[src/rtl/gate_sweep_ctrl.sv]
// gate_sweep_ctrl: self-test sequencer for the 5-switch programmable gate unit.
// Steps the unit through all 32 select/input vectors, samples its result after a
// settle interval, and reports the measured truth table against the golden one.
// Optional build macro: GATE_SWEEP_HALT_ON_ERR_EN (stop on the first mismatch and
// hold the failing vector until start is pulsed again).
module gate_sweep_ctrl #(
    parameter int SETTLE_CYCLES = 2,
    parameter int CNT_W         = 8
) (
    input  logic        clk,
    input  logic        rst,
    input  logic        start,
    input  logic        result_in,
    output logic [4:0]  sw_out,
    output logic        busy,
    output logic        done,
    output logic        pass,
    output logic [5:0]  err_count,
    output logic [4:0]  first_fail,
    output logic [31:0] truth_table
);

    // Expected unit result for each vector; nibble k holds opcode k, bit j is {b,a}=j.
    localparam logic [31:0] GOLDEN = 32'h781E_69A5;
    localparam logic [CNT_W-1:0] SETTLE_LAST = CNT_W'(SETTLE_CYCLES - 1);
    localparam logic [4:0] LAST_IDX = 5'd31;

    typedef enum logic [2:0] {
        S_IDLE   = 3'd0,
        S_DRIVE  = 3'd1,
        S_SAMPLE = 3'd2,
`ifdef GATE_SWEEP_HALT_ON_ERR_EN
        S_HALT   = 3'd4,
`endif
        S_DONE   = 3'd3
    } state_t;

    state_t           state;
    state_t           next_state;
    logic [4:0]       idx;
    logic [CNT_W-1:0] cnt;
    logic             mismatch;

    // The vector under test is the sweep index itself; it is held between sweeps.
    assign sw_out = idx;

    // Compare the unit's current result against the golden entry for this vector.
    always_comb begin
        mismatch = (result_in != GOLDEN[idx]);
    end

    // State register.
    always_ff @(posedge clk) begin
        if (rst) begin
            state <= S_IDLE;
        end else begin
            state <= next_state;
        end
    end

    // Next-state logic for the sweep sequence.
    always_comb begin
        next_state = state;
        case (state)
            S_IDLE: begin
                if (start) begin
                    next_state = S_DRIVE;
                end
            end
            S_DRIVE: begin
                if (cnt == SETTLE_LAST) begin
                    next_state = S_SAMPLE;
                end
            end
            S_SAMPLE: begin
`ifdef GATE_SWEEP_HALT_ON_ERR_EN
                if (mismatch) begin
                    next_state = S_HALT;
                end else if (idx == LAST_IDX) begin
                    next_state = S_DONE;
                end else begin
                    next_state = S_DRIVE;
                end
`else
                if (idx == LAST_IDX) begin
                    next_state = S_DONE;
                end else begin
                    next_state = S_DRIVE;
                end
`endif
            end
`ifdef GATE_SWEEP_HALT_ON_ERR_EN
            S_HALT: begin
                if (start) begin
                    next_state = S_DONE;
                end
            end
`endif
            S_DONE: begin
                next_state = S_IDLE;
            end
            default: begin
                next_state = S_IDLE;
            end
        endcase
    end

    // State-decoded outputs: busy covers every state except IDLE.
    always_comb begin
        busy = (state != S_IDLE);
    end

    // Sweep datapath: index, settle counter, result capture and status registers.
    always_ff @(posedge clk) begin
        if (rst) begin
            idx         <= '0;
            cnt         <= '0;
            done        <= 1'b0;
            pass        <= 1'b0;
            err_count   <= '0;
            first_fail  <= '0;
            truth_table <= '0;
        end else begin
            done <= 1'b0;
            case (state)
                S_IDLE: begin
                    if (start) begin
                        idx         <= '0;
                        cnt         <= '0;
                        pass        <= 1'b0;
                        err_count   <= '0;
                        first_fail  <= '0;
                        truth_table <= '0;
                    end
                end
                S_DRIVE: begin
                    cnt <= cnt + CNT_W'(1);
                end
                S_SAMPLE: begin
                    truth_table[idx] <= result_in;
                    if (mismatch) begin
                        err_count <= err_count + 6'd1;
                        if (err_count == 6'd0) begin
                            first_fail <= idx;
                        end
                    end
                    // Advance only when another vector follows; idx never wraps.
                    if (next_state == S_DRIVE) begin
                        idx <= idx + 5'd1;
                        cnt <= '0;
                    end
                end
                S_DONE: begin
                    done <= 1'b1;
                    pass <= (err_count == 6'd0);
                end
                default: begin
                end
            endcase
        end
    end

endmodule

[config.mk]
export PLATFORM = sky130hd
export DESIGN_NAME = gate_sweep_ctrl
export DESIGN_NICKNAME = d
export VERILOG_FILES = /design/src/rtl/gate_sweep_ctrl.sv
export SDC_FILE = /design/constraint.sdc
export NUM_CORES = 1
export LEC_CHECK = 0
export ABC_AREA = 1
export CORE_ASPECT_RATIO = 1.4
export CORE_MARGIN = 2
export CORE_UTILIZATION = 45
export CTS_BUF_LIST = sky130_fd_sc_hd__clkbuf_2 sky130_fd_sc_hd__clkbuf_4 sky130_fd_sc_hd__clkbuf_8
export DETAILED_ROUTE_END_ITERATION = 6
export PLACE_DENSITY = 0.69
export SYNTH_ARGS = -nofsm -noshare
export SYNTH_HDL_FRONTEND = slang
export SYNTH_SLANG_ARGS = --single-unit
export TNS_END_PERCENT = 100
[constraint.sdc]
create_clock -name clk -period 3.31 [get_ports clk]
set_clock_uncertainty 0.15 [all_clocks]
set_input_delay 0.331 -clock clk [delete_from_list [all_inputs] [get_ports clk]]
set_output_delay 0.331 -clock clk [all_outputs]
set_load 0.01 [all_outputs]
---- Yosys cells after proc, flatten, opt, wreduce, memory -nomap -nowiden ----
Memory sizes are Yosys's and may differ from the RTL's. A register that Yosys moved wholly into a read port is not among the register bits.
Cells that the tools add are included.
storage, ports and cells
  bits in registers ....................... 61
  memory bits (read-only) ................. 32
  input port bits ......................... 4
  output and inout bits ................... 51
  logic and storage cells ................. 65
  memories ................................ 1
operators by class
  add/sub/neg operators ................... 3
  magnitude comparators ................... 2
  equality and inequality tests ........... 11
  multiplexer cells ....................... 27
  reduce and logical (&&, ||, !) cells .... 13
memories
  name              depth  width  rd ports  clocked after Yosys merged registers in  write ports  line  source
  (name not given)  32     1      1         1                                        0            49    mismatch = (result_in != GOLDEN[idx]);
operators with widths
  operator             number
  $pmux 32 s2          1
  $bwmux 32            1
  $mux 32              1
  $mux 5               6
  $pmux 8 s3           1
  $pmux 5 s2           2
  $mux 8               2
  $mux 6               2
  $pmux 6 s2           1
  $pmux 3 s3           1
  $reduce_and 3->1     3
  $add 8x1->8 const B  1
  $eq 8x1->1 const B   1
  $ne 2x2->1 const B   4
  $add 6x1->6 const B  1
  $eq 3x1->1 const B   2
  $eq 3x2->1 const B   2
  $logic_not 6->1      1
  $lt 5x6->1 const B   1
  $mux 3               2
  $reduce_bool 3->1    2
  $add 5x1->5 const B  1
  $demux 1 s5          1
  $eq 5x5->1 const B   1
  10 further kinds     15

---- Longest topological paths before layout ----
Gate-level depths: netlist of run 1.
  depth after elaboration ................. 8
  depth in mapped cells ................... 17

---- Worst setup path before layout of run 1 ----
No wires, ideal clock.
  path type ............................... reg2reg
  from .................................... register idx[1], in the netlist sw_out[1]
  to ...................................... register (tool-made name)
  setup time .............................. 0.112 ns
  arrival time ............................ 2.187 ns
  required time ........................... 3.048 ns
  setup slack ............................. 0.861 ns
  stages on the path, launching flop included .. 17
  path buffers ............................ 0
  period minus slack after synthesis ...... 2.449 ns
  cell sequence ........................... dfxtp_1 ha_1 nand2_1 nor2_1 ha_1 nand3_4 nand2_2 nand2_1 a21oi_1 inv_1 ha_1 inv_1 nand3_1 nand3_1 nand2_1 nand2_1 nand2_1
RTL lines
  element                   line  source
  start: declaration        40    logic [4:0] idx;
  start signal: assignment  149   idx <= idx + 5'd1;

==> flow_summary.toml, run 1 <==
[run_status]
status = "finished, final reports clean"

[routing]
ant_nets = 0
viasPerCell = 5.141
drt_iter0_drc = 149
drc = 0
routed_wl_mm = 7.545
vias = 2853
wl_per_cell_um = 13.59
dr.pass1.iters = 4

[critical_path]
setup.worst_path.class = "reg -> reg"
cp.depth = 16
cp_top_family = "simple AND/OR/NAND/NOR gates"
worstPathBufferInverterCount = 2
cp_max_fo = 8
rr_worst_depth = 16
cp_slowest_cell = "dfxtp_1"
cp-end-kind = "flop"
crit_required_ns = 3.40
start_kind = "flop"
path_cells = "ha_1, nand2_1, nor2_1, ha_1, nand3_4, nand2_2, nand2_1, a21oi_1, inv_1, ha_1, inv_1, nand3_1, nand3_1, nand2_1, nand2_1, nand2_1"
critPathMaxStageDelay_ns = 0.46
crit_top_cell = "nand2_1"
worstPathArrival_ns = 2.87

[place]
placedCellCount = 539
dp_slack_ns = 0.5715
gp_congestion = 0.8704
numPortBuffers = 54
dp_hpwl_mm = 5.633

[clock_network]
clkSlewWorstSetupHoldPaths_ns = 0.07
cts_setup_buffers = 0
cts_inserted_buffers = 9
cts_resized = 0
cts_hold_buf = 0
worst_skew_pair.late_latency_ns = 0.34
cts_max_path_buffers = 2
htree_levels = 3
cts.sink_count = 62
cts_tree = "yes"
root_buffer = "clkbuf_8"

[global_route]
overflow = 0
grt_max_degree = 36
antenna_found_initial = 0
grt_usage_pct = 21.93
grt_pass1_vias = 2751
grt_first_pass_wirelength_mm = 12.57

[logic_synthesis]
synth-edff-count = 0
synth_cell_types = 38
ys_ff_latch = 62
ys.warnings.count = 0
synth_nets = 436
synth_flop_cell = "dfxtp_1"
syn_avg_cell_area_um2 = 7.203
seq_area_frac_synth_pct = 41.03
synth_async_sr_flop_share_pct = 0
synthCells = 420
netlist_area_um2 = 3025

[power]
power.leakage_uw = 0.001471
power_density_nw_per_um2 = 427.4
vdd_drop_max_mv = 0.2663

[sta]
fin_crit_ns = 2.785
hold_viol = 0
fin_tns_setup_ns = 0
setup_viol_count_final = 0
rsz0062_at_grt = "no"
slew_violations = 0
fmax_mhz = 359.1
fin_crit_sh_pct = 84.13
fin_ws_ns = 0.5253

[floorplan]
coreArea_um2 = 6569
die_w_um = 73.30
dieArea_um2 = 7404
rows = 35
die_y_um = 101.0
ios = 55
start_util_pct = 46.06

[final_layout]
multi_input_area_um2 = 1530
fill_cells = 629
diodes = 0
area_delta_synth_final_pct = 27.54
instances_no_fill = 555
drive_gt1_share_pct = 9.563
nets = 492
ff_latch_area_um2 = 1241

[min_path]
hp-class = "reg -> reg"
hold_depth = 2

[job]
maxCapViolCount = 0
-- metal layers --
layer	vias to the layer above	part of all wire, %	track usage, %
met4	0	1.9	9.091
met2	72	51	37.56
met1	1290	43	25.48
met3	14	3.9	5.800
li1	1477	-	-
met5	-	0	0
-- placed cells by master, fill, tap and decap left out, types with 2 or more instances in the layout --
cell type         n
nor2_2            7
inv_2             7
clkbuf_8         11
clkdlybuf4s50_1  54
dfxtp_1          62
ha_1             12
o211ai_1         10
nor2_4            2
nand2_1          80
nor2_1           57
bufinv_16         2
nor3_1            6
nand3_4           2
o31ai_1           3
inv_1            46
xnor2_1           2
a22oi_1           3
buf_4             3
o21ai_1           3
a21oi_1          36
nand2_2           4
nand3_1          34
o21ai_0          15
a211oi_1          3
-- sequential cells by signal, indices dropped and copies added (netlist names), named ones only --
| name | cells |
|---|---|
| cnt | 8 |
| done | 1 |
| state | 3 |
| pass | 1 |
| truth_table | 32 |
| sw_out | 5 |
| first_fail | 5 |
| err_count | 6 |
-- worst register-to-register path, stage by stage, from the launching register on --
cell     delay (ns)
dfxtp_1        0.46
ha_1           0.24
nand2_1        0.12
nor2_1         0.19
ha_1           0.23
nand3_4        0.14
nand2_2        0.17
nand2_1        0.08
a21oi_1        0.27
inv_1          0.08
ha_1           0.20
inv_1          0.05
nand3_1        0.07
nand3_1        0.09
nand2_1        0.05
nand2_1        0.05
nand2_1        0.04
-- per-stage QoR --
stage	instance area, um^2	hold slack [ns]	util (%)	power, uW
after CTS	3859	0.3117	58.74	1664
after global placement	3626	0.2942	55.20	901.2
after detailed placement	3626	0.3015	55.20	902.3
after global routing	3859	0.3368	58.74	1716
final	3859	0.3078	58.74	1649
after floorplan	3025	0.3088	-	864.2
-- final cells by class --
| class | instances | share of cell area (%) |
|---|---|---|
| Sequential cell | 62 | 32.17 |
| Inverter | 53 | 5.156 |
| Timing Repair Buffer | 57 | 14.59 |
| Clock buffer | 11 | 3.923 |
| Clock inverter | 5 | 2.108 |
| Multi-Input combinational cell | 293 | 39.66 |
| Tap cell | 74 | 2.399 |
-- where the power goes --
| group | switching, uW | internal, uW |
|---|---|---|
| clock | 298 | 465 |
| combinational | 80.9 | 38.8 |
| sequential | 12.3 | 754 |
-- synthesized netlist by cell type (all sizes together), types with 2 or more instances --
| library cell | count | share of area (%) |
|---|---|---|
| a211oi | 3 | 0.74 |
| a21oi | 37 | 6.2 |
| a22oi | 3 | 0.74 |
| buf | 7 | 1.2 |
| clkbuf | 5 | 0.62 |
| dfxtp | 62 | 41 |
| ha | 12 | 5.0 |
| inv | 53 | 6.6 |
| nand2 | 85 | 11 |
| nand3 | 37 | 7.1 |
| nor2 | 66 | 9.3 |
| nor3 | 6 | 0.99 |
| o211ai | 10 | 2.5 |
| o21ai | 19 | 3.3 |
| o311ai | 2 | 0.58 |
| o31ai | 3 | 0.74 |
| xnor2 | 2 | 0.58 |
-- worst paths after layout --
| path | start | slack, ns | endpoint |
|---|---|---|---|
| min | truth_table[24] | 0.31 | truth_table[24] |
| max reg2reg | sw_out[0] | 0.53 | flop |
| min reg2reg | truth_table[24] | 0.31 | truth_table[24] |
| max | sw_out[0] | 0.53 | flop |
-- logic make-up (layout without fill, tap and decap cells) --
group	count (synthesis)	count (layout)	share of synthesized area, %
and+or+nand+nor	198	198	29.36
buffers and inverters	65	126	8.396
other	1	1	0.1240
AOI/OAI and AO/OA	80	80	15.55
adders and majority gates	12	12	4.963
DFF	62	62	41.03
xor gates and xnor gates	2	2	0.5791
Note: power is estimated with default switching activity, not from simulation.
==> inputs of run 2 (changes only) <==
- PLACE_DENSITY: 0.69 -> 0.72
- clock period: 3.31 -> 2.3 ns (I/O delays scaled with it)
==> run 2 against run 1 <==
Worst hold slack gained 0.0014 ns. Design area grew 5.3%. Largest power group is now the clock network. Sequential power grew 44%. Global-route usage grew 0.81 points. Register-to-register slack lost 0.42 ns. Sequential cell count is the same.
==> flow_summary.toml, run 2 (synthesis gave the netlist of run 1 again) <==
[run_status]
status = "finished, final reports clean"

[place]
dp_hpwl_mm = 5.879
postPlaceCellArea_um2 = 3757
gp_congestion = 0.9369
numPortBuffers = 54
placedCellCount = 555
dp_slack_ns = -0.02588

[min_path]
hold_depth = 2
whs_endpoint = "truth_table[22]"
hp-class = "reg -> reg"
hp-start = "truth_table[22]"

[clock_network]
worst_skew_pair.late_latency_ns = 0.35
cts_tree = "yes"
cts_max_path_buffers = 2
root_buffer = "clkbuf_8"
cts_inserted_buffers = 9
htree_levels = 3
cts_hold_buf = 0
cts.sink_count = 62
clkSlewWorstSetupHoldPaths_ns = 0.06

[final_layout]
top_register = "truth_table"
area_delta_synth_final_pct = 34.28
multi_input_area_um2 = 1592
mostFrequentLayoutCells = "77 x nand2_1, 60 x dfxtp_1, 56 x nor2_1, 54 x clkdlybuf4s50_1, 46 x inv_1"
nets = 510
instances_no_fill = 573
ff_latch_area_um2 = 1244
top_regs = "truth_table: 32 flops, cnt: 8 flops, err_count: 6 flops"
drive_gt1_share_pct = 14.83
diodes = 0
final_area_um2 = 4063
largest_register_ffs = 32
final_common_cell = "nand2_1"
fill_cells = 611

[routing]
drc = 0
viasPerCell = 5.182
routed_wl_mm = 7.802
wl_per_cell_um = 13.62
vias = 2969
drt_iter0_drc = 196
ant_nets = 0
dr.pass1.iters = 4

[global_route]
grt_first_pass_wirelength_mm = 13.02
antenna_found_initial = 0
met1_usage_pct = 26.59
grt.met2_usage_pct = 38.39
groute.layer.met3.usage_pct = 5.200
overflow = 0
grt_usage_pct = 22.74
grt_max_degree = 21
grt-busiest-layer = "met2"
grt_pass1_vias = 2904

[critical_path]
cp-end-kind = "flop"
cp_max_fo = 5
worstPathArrival_ns = 2.28
critPathLaunch = "sw_out[0]"
setup.worst_path.class = "reg -> reg"
crit_required_ns = 2.39
start_kind = "flop"
rr_worst_depth = 16
reg2reg_from = "sw_out[0]"
r2r_slack_ns = 0.11

[sta]
hold_viol = 0
timing.hold.ws_ns = 0.3092
fin_ws_ns = 0.1079
slew_violations = 0
fin_crit_ns = 2.192
fin_crit_sh_pct = 95.31
fmax_mhz = 456.2
setup_viol_count_final = 0

[floorplan]
dieArea_um2 = 7404
start_util_pct = 46.06
coreArea_um2 = 6569
die_w_um = 73.30
ios = 55
rows = 35
die_y_um = 101.0

[job]
maxCapViolCount = 0

[power]
power.leakage_uw = 0.001568
vdd_drop_max_mv = 0.3601
power_density_nw_per_um2 = 595.7
[run 2: cell types whose count changed in the layout (fill, tap and decap cells not counted), sizes merged]
cell,previous run,this run
clkinv,2,1
clkbuf,11,13
buf,3,21
clkinvlp,1,0
[run 2: how the worst max path moves through the flow]
stage / to / slack [ns] / cells after the start
3_5_place_dp: flop / -0.03 / 16
6_report: flop / 0.11 / 16
2_1_floorplan: flop / 0.02 / 16
5_1_grt: flop / -0.02 / 16
3_3_place_gp: flop / 0.08 / 16
4_1_cts: flop / 0.02 / 16
[run 2: layout make-up]
type	instances	area share [%]
repair buffers	75	17.19
clock inverters	3	1.601
multi-input cells	293	39.17
well taps	74	2.279
inverters	53	4.897
flip-flops and latches	62	30.61
clock buffers	13	4.250
[run 2: power breakdown]
group / internal [uW] / switching, uW / total [uW]
sequential: 1090 / 12.2 / 1100
clock: 710 / 410 / 1120
combinational: 72.0 / 131 / 203
[run 2: what timing repair did]
action / in CTS / in global routing
pin swaps: 0 / 5
setup endpoints to repair: 1 / 1
buffers inserted: 0 / 2
gates resized for setup: 2 / 8
[run 2: per-layer routing]
| layer | routed length, um | up-vias |
|---|---|---|
| met1 | 3451 | 1367 |
| met2 | 3885 | 63 |
| met3 | 256 | 20 |
| li1 | - | 1519 |
| met4 | 210 | 0 |
| met5 | 0 | - |
[run 2: per-stage QoR]
step / TNS, ns / utilization, % / total power, uW
CTS: 0 / 60.90 / 2433
global placement: 0 / 57.20 / 1315
detailed placement: -0.02588 / 57.20 / 1317
finish: 0 / 61.85 / 2420
floorplan: 0 / - / 1244
global route: -0.02076 / 61.85 / 2502
[run 2: critical path, stage by stage, from the launching register on]
cell and delay (ns):
dfxtp_2 0.35, ha_4 0.15, nand2_2 0.08, nor2_4 0.16
ha_4 0.16, nand3_4 0.09, nand2_4 0.10, nand2_2 0.08
a21oi_4 0.17, inv_1 0.06, ha_1 0.19, inv_1 0.05
nand3_1 0.08, nand3_1 0.08, nand2_1 0.05, nand2_1 0.05
nand2_1 0.04
